--- src/rtl/embedded_mode_sel.sv ---
// embedded_mode_sel: debounced one-hot switch decode driving subsystem enables,
// with a break-before-make handover whenever the granted mode changes.
// state   | meaning
// S_RUN   | mode_id granted, en drives its subsystem
// S_DRAIN | en cleared, waiting for the old subsystem to go idle or time out
// S_GRANT | one cycle, mode_id loaded from the latest request
module embedded_mode_sel #(
  parameter int N_MODES         = 3,
  parameter int DEBOUNCE_CYC    = 1000000,
  parameter int IDLE_TIMEOUT    = 255,
  parameter bit HOLD_ON_INVALID = 1'b1,
  localparam int MW             = $clog2(N_MODES + 1)
) (
  input  logic               clk,
  input  logic               rst,
  input  logic [N_MODES-1:0] sw_i,
  input  logic [N_MODES-1:0] busy_i,
  output logic [N_MODES-1:0] en_o,
  output logic [MW-1:0]      mode_id_o,
  output logic               switching_o,
  output logic               invalid_o,
  output logic               timeout_o
);

  localparam int DCW = $clog2(DEBOUNCE_CYC + 1);
  localparam int TCW = $clog2(IDLE_TIMEOUT + 1);
  localparam logic [DCW-1:0] DEB_LOAD = DCW'(DEBOUNCE_CYC - 1);
  localparam logic [TCW-1:0] TMO_LIM  = TCW'(IDLE_TIMEOUT);

  typedef enum logic [1:0] {S_RUN, S_DRAIN, S_GRANT} state_t;

  logic [N_MODES-1:0] sync1_q, sync2_q, prev_q, stable_vec_q;
  logic [DCW-1:0]     deb_cnt_q;
  state_t             state_q;
  logic [MW-1:0]      mode_id_q, old_q;
  logic [TCW-1:0]     wait_q;
  logic [N_MODES-1:0] en_q;
  logic               switching_q, invalid_q, timeout_q;

  logic [MW-1:0]      ones, idx, req;
  logic               multi, old_busy;

  function automatic logic [N_MODES-1:0] onehot(input logic [MW-1:0] m);
    onehot = '0;
    for (int k = 0; k < N_MODES; k++)
      if (m == MW'(k + 1)) onehot[k] = 1'b1;
  endfunction

  // One down-counter for the whole vector; any change reloads it.
  always_ff @(posedge clk or posedge rst) begin
    if (rst) begin
      sync1_q      <= '0;
      sync2_q      <= '0;
      prev_q       <= '0;
      deb_cnt_q    <= '0;
      stable_vec_q <= '0;
    end else begin
      sync1_q <= sw_i;
      sync2_q <= sync1_q;
      prev_q  <= sync2_q;
      if (sync2_q != prev_q) begin
        if (DEBOUNCE_CYC == 1) stable_vec_q <= sync2_q;
        else                   deb_cnt_q    <= DEB_LOAD;
      end else if (deb_cnt_q != '0) begin
        deb_cnt_q <= deb_cnt_q - DCW'(1);
        if (deb_cnt_q == DCW'(1)) stable_vec_q <= sync2_q;
      end
    end
  end

  always_comb begin
    ones = '0;
    idx  = '0;
    for (int k = 0; k < N_MODES; k++) begin
      if (stable_vec_q[k]) begin
        ones = ones + MW'(1);
        idx  = MW'(k + 1);
      end
    end
    multi = (ones > MW'(1));
    if (ones == '0)  req = '0;
    else if (multi)  req = HOLD_ON_INVALID ? mode_id_q : '0;
    else             req = idx;
  end

  // old_q == 0 matches no bit, so a handover from "no mode" never waits.
  always_comb begin
    old_busy = 1'b0;
    for (int k = 0; k < N_MODES; k++)
      if (old_q == MW'(k + 1)) old_busy = busy_i[k];
  end

  always_ff @(posedge clk or posedge rst) begin
    if (rst) begin
      state_q     <= S_RUN;
      mode_id_q   <= '0;
      old_q       <= '0;
      wait_q      <= '0;
      en_q        <= '0;
      switching_q <= 1'b0;
      invalid_q   <= 1'b0;
      timeout_q   <= 1'b0;
    end else begin
      invalid_q <= multi;
      timeout_q <= 1'b0;
      case (state_q)
        S_RUN: begin
          if (req != mode_id_q) begin
            old_q       <= mode_id_q;
            wait_q      <= '0;
            en_q        <= '0;
            switching_q <= 1'b1;
            state_q     <= S_DRAIN;
          end else begin
            en_q        <= onehot(mode_id_q);
            switching_q <= 1'b0;
          end
        end
        S_DRAIN: begin
          if (!old_busy) begin
            state_q <= S_GRANT;
          end else if (wait_q == TMO_LIM) begin
            timeout_q <= 1'b1;
            state_q   <= S_GRANT;
          end else begin
            wait_q <= wait_q + TCW'(1);
          end
        end
        S_GRANT: begin
          mode_id_q   <= req;
          en_q        <= onehot(req);
          switching_q <= 1'b0;
          state_q     <= S_RUN;
        end
        default: state_q <= S_RUN;
      endcase
    end
  end

  assign en_o        = en_q;
  assign mode_id_o   = mode_id_q;
  assign switching_o = switching_q;
  assign invalid_o   = invalid_q;
  assign timeout_o   = timeout_q;

endmodule

--- config.mk ---
export PLATFORM = sky130hd
export DESIGN_NAME = embedded_mode_sel
export DESIGN_NICKNAME = d
export VERILOG_FILES = /design/src/rtl/embedded_mode_sel.sv
export SDC_FILE = /design/constraint.sdc
export NUM_CORES = 1
export LEC_CHECK = 0
export CAP_MARGIN = 20
export CORE_ASPECT_RATIO = 1.2
export CORE_MARGIN = 5
export CORE_UTILIZATION = 63
export DETAILED_ROUTE_END_ITERATION = 8
export HOLD_SLACK_MARGIN = 0.12
export MAX_ROUTING_LAYER = met4
export PLACE_DENSITY_LB_ADDON = 0.2
export SYNTH_ARGS = -nofsm -noshare
export SYNTH_HDL_FRONTEND = slang
export SYNTH_SLANG_ARGS = --single-unit
--- constraint.sdc ---
create_clock -name clk -period 6.25 [get_ports clk]
set_input_delay 1.25 -clock clk [delete_from_list [all_inputs] [get_ports clk]]
set_output_delay 1.25 -clock clk [all_outputs]
set_load 0.02 [all_outputs]
; Word-level counts from Yosys, hierarchy flattened
; Index checks and enable logic that the tools add are counted.
[op_classes]
magnitude_cmp = 1
n_addsub = 4
n_eq_ne = 19
mux = 33
bitwise_logic = 1
n_reduce_logical = 10
[op_table]
columns = operator, n
row1 = 20-bit two-way mux, 2
row2 = 8-bit two-way mux, 3
row3 = 20-bit by 1-bit equality test with 1-bit output (second input constant), 1
row4 = 20-bit nonzero test, 1
row5 = 20-bit by 1-bit subtractor with 20-bit output (second input constant), 1
row6 = 2-bit two-way mux, 9
row7 = 8-bit case mux with 2 select lines, 1
row8 = 2-bit equality test (second input constant), 7
row9 = 1-bit two-way mux, 14
row10 = 8-bit by 1-bit adder with 8-bit output (second input constant), 1
row11 = 2-bit by 1-bit equality test with 1-bit output (second input constant), 4
row12 = 8-bit equality test (second input constant), 1
row13 = 2-bit != test (second input constant), 3
row14 = 3-bit case mux with 2 select lines, 1
row15 = 2-bit nonzero test, 3
row16 = 2-bit by 1-bit adder with 2-bit output (second input constant), 2
row17 = 2-bit zero test, 2
row18 = 2-bit case mux with 2 select lines, 1
row19 = 2-bit AND reduction, 2
row20 = 4-bit AND reduction, 1
row21 = 3-bit two-way mux, 1
row22 = 3-bit != test, 1
row23 = 3-bit != test (second input constant), 1
row24 = 3-bit AND reduction, 1
row25 = 4 further kinds, 4
[totals]
output_inout_bits = 8
elab_cells = 81
register_bits = 52
in_bits = 8

; Longest topological paths before layout
; Gate-level depths: netlist of the first run.
[logic_depth]
word_depth = 11
mapped_depth = 8
ltp_nobuf = 7

; Least setup slack after synthesis of the first run
; Ideal clock, no wire load.
[synth_path]
kind = input to register
from = input busy_i[2]
to = register wait_q[7]
cell_stages = 5
t_arrival_ns = 2.207
required_ns = 6.122
setup_ns = 0.128
path_buffers = 0
path_slack_ns = 3.915
cell_sequence = mux2i_1 > a211o_1 > nor4_1 > xnor2_1 > nor2_1
[synth_between]
elab_chain_cells = 3
[synth_lines]
columns = item, line_no
row1 = "start, declared", 17  ; input logic [N_MODES-1:0] busy_i,
row2 = 1-bit two-way mux, 90  ; if (old_q == MW'(k + 1)) old_busy = busy_i[k];
row3 = 2-bit != test (no source line), --
row4 = 4-bit AND reduction (no source line), --
row5 = "end signal, assigned", 126  ; wait_q <= wait_q + TCW'(1);
row6 = "end, declared", 36  ; logic [TCW-1:0] wait_q;
; No other way between the ends.
; A chain may end at the register's enable or synchronous reset.

; Worst setup path in the final report of the first run
[layout_path]
from = register mode_id_q[0], in the netlist mode_id_o[0]
to = output mode_id_o[0]
[layout_lines]
columns = item, line_no
row1 = "start, declared", 35  ; logic [MW-1:0] mode_id_q, old_q;
row2 = "start signal, assigned", 130  ; mode_id_q <= req;
row3 = "end, declared", 19  ; output logic [MW-1:0] mode_id_o,
; No word-level cell between the ends.

==> impl_metrics.env, run 1 <==
export IMPL_postRouteAntennaNets=0
export IMPL_slew_viol_final=0
export IMPL_start_util=0.656
export IMPL_hold_buffers=0
export IMPL_critical_path_class="reg -> out"
export IMPL_powerDensity_nw_per_um2=205
export IMPL_cts_num_sinks=52
export IMPL_hp_class="reg -> reg"
export IMPL_synthAdderAreaFrac=0.0413
export IMPL_crit_buf_inv=1
export IMPL_clk_latency_ns=0.31
export IMPL_worstHoldPathCells=0
export IMPL_cts_setup_buffers=0
export IMPL_die_area_sq_um=5530
export IMPL_grt_pass1_wl_microns=8170
export IMPL_seq_area_sq_um=1300
export IMPL_die_y_microns=80.5
export IMPL_holdCritStartpoint="sync1_q[0]"
export IMPL_final_nets=290
export IMPL_clockBufferDepth=2
export IMPL_h_tree_depth=2
export IMPL_timing_final_crit_share=0.440
export IMPL_required_ns=5.00
export IMPL_die_w_microns=68.7
export IMPL_clk_pin_slew_ns=0.10
export IMPL_dp_final_hpwl_microns=3250
export IMPL_synth_compound_area_frac=0.0921
export IMPL_yosysUniqueCellTypes=42
export IMPL_path_delay_family="buffers and inverters"
export IMPL_synth_top_family_by_area="simple AND/OR/NAND/NOR gates"
export IMPL_row_count=25
export IMPL_pin_count=16
export IMPL_cpMaxStageDelayCell="clkdlybuf4s50_1"
export IMPL_place_congestion=0.808
export IMPL_drive_gt1_frac=0.0909
export IMPL_vias_per_cell=5.71
export IMPL_yosys_area_share_simple=0.245
export IMPL_synth_async_reset_ratio=1.00
export IMPL_worst_setup_path_end_kind="output pin"
export IMPL_crit_path_cell_trace="clkdlybuf4s50_1"
export IMPL_netlist_area_leader_share=0.499
export IMPL_post_cts_resized=0
export IMPL_grtUsageTotal=0.203
export IMPL_cts_inserted_buffers=5
export IMPL_arrival_ns=1.50
export IMPL_vdd_ir_drop_worst_mv=0.178
export IMPL_layout_setup_ws_ns=3.50
export IMPL_place_area_sq_um=2790
export IMPL_dp_cells=320
export IMPL_firstDrtPassIters=4
export IMPL_yosys_area_top_type="dfrtp_1"
export IMPL_syn_to_final_growth_pct=12.3
export IMPL_setup_worst_path_start="mode_id_o[0]"
export IMPL_antenna_found_initial=0
export IMPL_reg2reg_from="deb_cnt_q[5]"
export IMPL_place_ws_ns=3.34
export IMPL_drc_errors=0
export IMPL_max_freq_mhz=364
export IMPL_start_kind="flop"
export IMPL_synth_area_per_cell_sq_um=10.1
export IMPL_synthCells=259
export IMPL_vias=1879
export IMPL_regToRegSetupSlack_ns=3.78
export IMPL_synthMuxAreaShare=0.0245
export IMPL_worst_pin_slew_ns=0.914
export IMPL_num_fill_cells=311
export IMPL_drt_initial_drc_count=103
export IMPL_p_leak_uw=0.00116
export IMPL_synth_top_flop_cell="dfrtp_1"
export IMPL_synth_area_sq_um=2610
export IMPL_finalWirelength_microns=4650
export IMPL_wl_per_cell_microns=14.1
export IMPL_synth_xor_area_frac=0.0773
export IMPL_ys_seq_elements=52
export IMPL_relSlewSlack=0.385
export IMPL_ys_seq_area_frac=0.499
export IMPL_grt_start_max_net_pins=53
export IMPL_status="finished, final reports clean"
export IMPL_cap_violations=0
export IMPL_syn_num_nets=275
export IMPL_cp_depth=1
export IMPL_yosysWarnings=0
export IMPL_worstPathMaxFanout=10
export IMPL_grt_pass1_vias=1848
export IMPL_root_buffer="clkbuf_8"
export IMPL_skew_ns=0.00456
export IMPL_fin_tns_setup_ns=0
export IMPL_final_area_sq_um=2930
export IMPL_rsz0062_at_grt="no"
export IMPL_core_sq_um=3970
export IMPL_overflow=0
export IMPL_synth_edf_count=0
export IMPL_io_buffers=15
export IMPL_setup_viol=0
export IMPL_critPathMaxStageDelay_ns=0.67
export IMPL_diodes=0
export IMPL_finalCriticalPeriod_ns=2.75
export IMPL_cts_tree="done"
export IMPL_hold_viol=0
export IMPL_r2r_cells=5
export IMPL_final_cell_count_no_fill=329
export IMPL_synth_area_leaders="dfrtp_1, nor2_1, xor2_1"
export IMPL_multi_input_area_sq_um=1250
[final cells by class]
class | count | area share
timing repair buffer | 16 | 0.0581
inverter | 6 | 0.00769
multi-input combinational | 193 | 0.428
clock inverter | 3 | 0.0158
clock buffer | 5 | 0.0235
tap | 54 | 0.0231
sequential | 52 | 0.444
[worst reg2reg max path, delay by kind of cell, from the launching register on]
kind	cells	cell delay (ns)
flip-flops	1	0.45
multiplexers	1	0.37
AND/OR/NAND/NOR	4	1.55
[power by group]
group	internal, uW	switching [uW]
registers	340	2.08
logic	8.33	12.9
clock network	121	117
[cell usage in the layout, fill, tap and decap left out, drive strengths merged, types with 2 or more instances in the layout]
cell type | Yosys | layout
o21ai | 11 | 11
xnor2 | 10 | 10
dfrtp | 52 | 52
o211ai | 2 | 2
o21a | 2 | 2
and3 | 2 | 2
nand4 | 5 | 5
or3b | 2 | 2
clkbuf | 7 | 5
nor4b | 2 | 2
nand3 | 10 | 10
o31a | 2 | 2
nor3 | 10 | 10
or3 | 3 | 3
a21o | 3 | 3
a21oi | 8 | 8
nand2 | 25 | 25
inv | 6 | 7
mux2 | 3 | 3
clkdlybuf4s50 | 0 | 15
nor4 | 6 | 6
nand4b | 2 | 2
mux2i | 3 | 3
nand2b | 8 | 8
nor3b | 2 | 2
ha | 7 | 7
xor2 | 13 | 13
or4 | 3 | 3
nor2 | 33 | 33
or2 | 5 | 5
o31ai | 4 | 4
[Yosys cell counts (5+ instances only)]
cell type	number
a21oi_1	8
clkbuf_1	7
dfrtp_1	52
ha_1	7
inv_1	6
nand2_1	25
nand2b_1	8
nand3_1	10
nor2_1	33
nor3_1	9
nor4_1	5
o21ai_0	11
xnor2_1	10
xor2_1	13
[final timing paths]
check	endpoint
worst max register to register	stable_vec_q[0]
worst min register to register	sync2_q[0]
worst min-delay path	sync2_q[0]
min in group asynchronous	wait_q[1]
worst max-delay path	mode_id_o[0]
max in group asynchronous	deb_cnt_q[19]
[cell families after synthesis]
family                     Yosys count
and+or+nand+nor                    119
xor gates and xnor gates            23
muxes                                6
AOI/OAI and AO/OA                   37
adders and majority gates            8
buffers and inverters               14
DFF                                 52
[state kept, by name (all words and copies together), names as in the netlist]
signal,cells
deb_cnt_q,20
en_o,3
invalid_o,1
mode_id_o,2
old_q,2
prev_q,3
stable_vec_q,3
state_q,2
switching_o,1
sync1_q,3
sync2_q,3
timeout_o,1
wait_q,8
[metrics by stage]
stage | utilization | total power (uW) | hold slack [ns]
after CTS | 0.732 | 605 | 0.361
after floorplan | - | 360 | 0.331
after detailed placement | 0.703 | 369 | 0.338
final | 0.737 | 601 | 0.358
after global placement | 0.703 | 368 | 0.332
after global routing | 0.737 | 621 | 0.367
[metal layers]
layer | track usage | part of all wire | routed length (microns)
met1 | 0.229 | 0.42 | 1930
met5 | - | 0 | 0
met3 | 0.0378 | 0.026 | 122
met2 | 0.354 | 0.55 | 2540
met4 | 0.0702 | 0.012 | 56
(Power assumes the default switching activity.)
==> run 2: changes to the inputs <==
Settings changed: CORE_UTILIZATION 63 to 59.
Clock period 6.25 ns to 2.83 ns, I/O delays scaled along.
==> impl_metrics.env, run 2 (same netlist as run 1, synthesis figures left out) <==
export IMPL_status="finished, final reports clean"
export IMPL_reg2reg_from="stable_vec_q[1]"
export IMPL_skew_ns=0.00780
export IMPL_vias=1859
export IMPL_worst_pin_slew_ns=0.605
export IMPL_seq_area_sq_um=1300
export IMPL_cts_num_sinks=52
export IMPL_fin_tns_setup_ns=0
export IMPL_grt_pass1_vias=1912
export IMPL_io_buffers=15
export IMPL_regToRegSetupSlack_ns=0.39
export IMPL_clk_pin_slew_ns=0.09
export IMPL_final_cell_count_no_fill=334
export IMPL_worst_setup_path_end_kind="flop"
export IMPL_setup_worst_path_start="stable_vec_q[1]"
export IMPL_crit_path_cell_trace="fa_1 -> or4_1 -> o21ai_0 -> and2_1 -> o21bai_1"
export IMPL_drt_initial_drc_count=100
export IMPL_worstPathMaxFanout=9
export IMPL_holdCritStartpoint="sync1_q[1]"
export IMPL_postRouteAntennaNets=0
export IMPL_hold_buffers=0
export IMPL_place_ws_ns=0.374
export IMPL_row_count=26
export IMPL_layout_setup_ws_ns=0.393
export IMPL_grt_pass1_wl_microns=8330
export IMPL_start_kind="flop"
export IMPL_overflow=0
export IMPL_post_cts_resized=0
export IMPL_power_switching_uw=274
export IMPL_max_freq_mhz=410
export IMPL_vias_per_cell=5.57
export IMPL_timing_final_crit_share=0.861
export IMPL_drc_errors=0
export IMPL_worstHoldPathCells=0
export IMPL_hold_viol=0
export IMPL_root_buffer="clkbuf_8"
export IMPL_critPathMaxStageDelay_ns=0.56
export IMPL_relSlewSlack=0.596
export IMPL_clk_latency_ns=0.30
export IMPL_clkPwrFrac=0.388
export IMPL_clockBufferDepth=2
export IMPL_r2r_end="wait_q[0]"
export IMPL_p_int_uw=1040
export IMPL_largestRegisters="deb_cnt_q x20, wait_q x8"
export IMPL_h_tree_depth=2
export IMPL_num_fill_cells=315
export IMPL_required_ns=3.02
export IMPL_p_seq_frac=0.576
export IMPL_multi_input_area_sq_um=1250
export IMPL_diodes=0
export IMPL_finalWirelength_microns=4650
export IMPL_pin_count=16
export IMPL_arrival_ns=2.63
export IMPL_finalCriticalPeriod_ns=2.44
export IMPL_die_y_microns=82.8
export IMPL_vdd_ir_drop_worst_mv=0.291
export IMPL_switching_share=0.209
export IMPL_die_w_microns=70.7
export IMPL_slew_viol_final=0
export IMPL_start_util=0.612
export IMPL_core_sq_um=4260
export IMPL_cts_setup_buffers=0
export IMPL_hp_class="reg -> reg"
export IMPL_place_congestion=0.799
export IMPL_grtUsageTotal=0.179
export IMPL_antenna_found_initial=0
export IMPL_combPwrFrac=0.036
export IMPL_powerDensity_nw_per_um2=446
export IMPL_r2r_cells=5
export IMPL_critical_path_class="reg -> reg"
export IMPL_drive_gt1_frac=0.0971
export IMPL_syn_to_final_growth_pct=12.7
export IMPL_die_area_sq_um=5850
export IMPL_cts_inserted_buffers=5
export IMPL_layout_commonest_cell="dfrtp_1"
export IMPL_setup_viol=0
export IMPL_largest_reg_flops=20
export IMPL_cpMaxStageDelayCell="fa_1"
export IMPL_firstDrtPassIters=4
export IMPL_final_nets=293
export IMPL_dp_final_hpwl_microns=3390
export IMPL_p_leak_uw=0.00117
export IMPL_dp_cells=326
export IMPL_cts_tree="done"
export IMPL_regMostFlops="deb_cnt_q"
export IMPL_final_cell_mix="dfrtp_1, nor2_1, nand2_1"
export IMPL_grt_start_max_net_pins=31
export IMPL_hold_end="sync2_q[1]"
export IMPL_rsz0062_at_grt="no"
export IMPL_wl_per_cell_microns=13.9
export IMPL_cap_violations=0
[run 2: cell count changes in the layout (fill, tap and decap cells not counted), sizes merged]
cell	previous run	this run
buf	1	4
clkbuf	5	6
clkinvlp	1	0
[run 2: through the flow]
stage	hold WS (ns)	area, sq um	power (uW)	util
4_1_cts	0.353	2940	1330	0.689
6_report	0.354	2940	1310	0.689
2_1_floorplan	0.331	2610	796	-
3_3_place_gp	0.341	2830	817	0.663
3_5_place_dp	0.336	2830	819	0.663
5_1_grt	0.372	2940	1370	0.689
[run 2: critical path, delay by kind of cell (launching register included)]
| kind | cells | cell delay, ns |
|---|---|---|
| AOI/OAI and AO/OA | 2 | 0.45 |
| adders and majority gates | 1 | 0.56 |
| DFF | 1 | 0.48 |
| and+or+nand+nor | 2 | 0.84 |
[run 2: worst max-delay path by stage]
stage / to
after global placement: wait_q[0]
after global routing: wait_q[0]
after CTS: wait_q[0]
after floorplan: wait_q[0]
final: wait_q[0]
after detailed placement: wait_q[0]
[run 2: power by group through the flow]
stage | logic, uW | registers, uW | clock network [uW]
after floorplan | 27.2 | 768 | 0
after global placement | 47.7 | 770 | 0
after detailed placement | 48.5 | 770 | 0
after CTS | 48.5 | 755 | 527
after global routing | 53.8 | 756 | 558
final | 47.0 | 755 | 508
[run 2: area by class of cell]
| type | instances | share of cell area |
|---|---|---|
| clock buffer | 6 | 0.0247 |
| clock inverter | 2 | 0.0132 |
| inverter | 6 | 0.00767 |
| multi-input combinational | 193 | 0.426 |
| tap | 56 | 0.0239 |
| sequential | 52 | 0.443 |
| timing repair buffer | 19 | 0.0613 |
[run 2: layer usage]
metal | share of wire | wire length (microns) | track usage
met1 | 0.44 | 2050 | 0.215
met2 | 0.52 | 2430 | 0.298
met3 | 0.023 | 106 | 0.0326
met4 | 0.015 | 71 | 0.0650
met5 | 0 | 0 | -
==> run 3: changes to the inputs <==
Settings changed: PLACE_DENSITY set to 0.79, PLACE_DENSITY_LB_ADDON 0.2 to unset.
==> impl_metrics.env, run 3 (same netlist as run 1, synthesis figures left out) <==
export IMPL_status="finished, final reports clean"
export IMPL_cts_setup_buffers=0
export IMPL_relSlewSlack=0.633
export IMPL_start_kind="flop"
export IMPL_post_cts_resized=0
export IMPL_r2r_cells=5
export IMPL_root_buffer="clkbuf_8"
export IMPL_vias=1890
export IMPL_overflow=0
export IMPL_r2r_end="wait_q[0]"
export IMPL_layout_commonest_cell="dfrtp_1"
export IMPL_powerDensity_nw_per_um2=424
export IMPL_h_tree_depth=2
export IMPL_fin_tns_setup_ns=0
export IMPL_diodes=0
export IMPL_cts_tree="done"
export IMPL_fin_util=0.686
export IMPL_die_w_microns=70.7
export IMPL_num_fill_cells=328
export IMPL_place_congestion=0.850
export IMPL_p_leak_uw=0.00116
export IMPL_io_buffers=15
export IMPL_setup_worst_path_start="stable_vec_q[1]"
export IMPL_grt_pass1_wl_microns=8490
export IMPL_postRouteAntennaNets=0
export IMPL_finalWirelength_microns=4760
export IMPL_reg2reg_from="stable_vec_q[1]"
export IMPL_start_util=0.612
export IMPL_pin_count=16
export IMPL_antenna_found_initial=0
export IMPL_largestRegisters="deb_cnt_q x20, wait_q x8"
export IMPL_final_cell_mix="dfrtp_1, nor2_1, nand2_1"
export IMPL_worst_pin_slew_ns=0.549
export IMPL_rsz0062_at_grt="no"
export IMPL_cap_violations=0
export IMPL_die_y_microns=82.8
export IMPL_setup_viol=0
export IMPL_hold_viol=0
export IMPL_regToRegSetupSlack_ns=0.36
export IMPL_worstPathMaxFanout=9
export IMPL_firstDrtPassIters=4
export IMPL_cts_num_sinks=52
export IMPL_clk_pin_slew_ns=0.09
export IMPL_slew_viol_final=0
export IMPL_hp_class="reg -> reg"
export IMPL_drc_errors=0
export IMPL_cts_inserted_buffers=5
export IMPL_grt_pass1_vias=1899
export IMPL_required_ns=3.02
export IMPL_worst_setup_path_end_kind="flop"
export IMPL_vias_per_cell=5.68
export IMPL_max_freq_mhz=404
export IMPL_clk_latency_ns=0.31
export IMPL_drt_initial_drc_count=99
export IMPL_arrival_ns=2.66
export IMPL_grt_start_max_net_pins=28
export IMPL_grtUsageTotal=0.183
export IMPL_final_nets=292
export IMPL_timing_final_crit_share=0.874
export IMPL_critical_path_class="reg -> reg"
export IMPL_regMostFlops="deb_cnt_q"
export IMPL_hold_buffers=0
export IMPL_drive_gt1_frac=0.0939
export IMPL_row_count=26
export IMPL_core_sq_um=4260
export IMPL_syn_to_final_growth_pct=12.2
export IMPL_critPathCapture="wait_q[0]"
export IMPL_die_area_sq_um=5850
export IMPL_skew_ns=0.00945
export IMPL_dp_final_hpwl_microns=3430
export IMPL_clockBufferDepth=2
export IMPL_largest_reg_flops=20
export IMPL_wl_per_cell_microns=14.3
export IMPL_vdd_ir_drop_worst_mv=0.320
export IMPL_finalCriticalPeriod_ns=2.47
## run 3: metal layers
| metal | vias to the layer above | routed length [microns] | track usage |
|---|---|---|---|
| li1 | 932 | - | - |
| met1 | 925 | 2050 | 0.221 |
| met2 | 26 | 2550 | 0.300 |
| met3 | 7 | 116 | 0.0362 |
| met4 | 0 | 48 | 0.0684 |
| met5 | - | 0 | - |
## run 3: final cells by class
type / instances / area, sq um / area share
clock buffers: 7 / 86.3 / 0.0295
well taps: 56 / 70.1 / 0.0240
multi-input cells: 193 / 1250 / 0.428
clock inverters: 1 / 7.51 / 0.00257
inverters: 6 / 22.5 / 0.00770
repair buffers: 18 / 185 / 0.0633
flip-flops and latches: 52 / 1300 / 0.445
## run 3: metrics by stage
stage / hold slack (ns) / setup slack, ns / cell area (sq um) / power [uW] / std cells
after floorplan: 0.331 / 0.545 / 2610 / 796 / 259
after global placement: 0.336 / 0.456 / 2830 / 819 / 325
after detailed placement: 0.337 / 0.405 / 2830 / 821 / 325
after CTS: 0.355 / 0.357 / 2930 / 1250 / 333
after global routing: 0.355 / 0.189 / 2930 / 1300 / 333
final: 0.348 / 0.357 / 2930 / 1240 / 333
## run 3: where the power goes
part / internal (uW) / switching [uW]
Combinational: 19.7 / 28.8
Clock: 199 / 239
Sequential: 750 / 4.97
Total: 969 / 273
## run 3: how the worst min path moves through the flow
stage / from / endpoint / cells after the start
final: sync1_q[1] / sync2_q[1] / 0
after global placement: sync1_q[2] / sync2_q[2] / 0
after floorplan: sync1_q[0] / sync2_q[0] / 0
after CTS: sync1_q[1] / sync2_q[1] / 0
after detailed placement: sync1_q[1] / sync2_q[1] / 0
after global routing: sync1_q[1] / sync2_q[1] / 0
## run 3: critical path, cell delays in order (launching register included)
cell      delay [ns]
dfrtp_1         0.49
fa_1            0.56
or4_1           0.50
o21ai_0         0.33
and2_1          0.36
o21bai_1        0.12
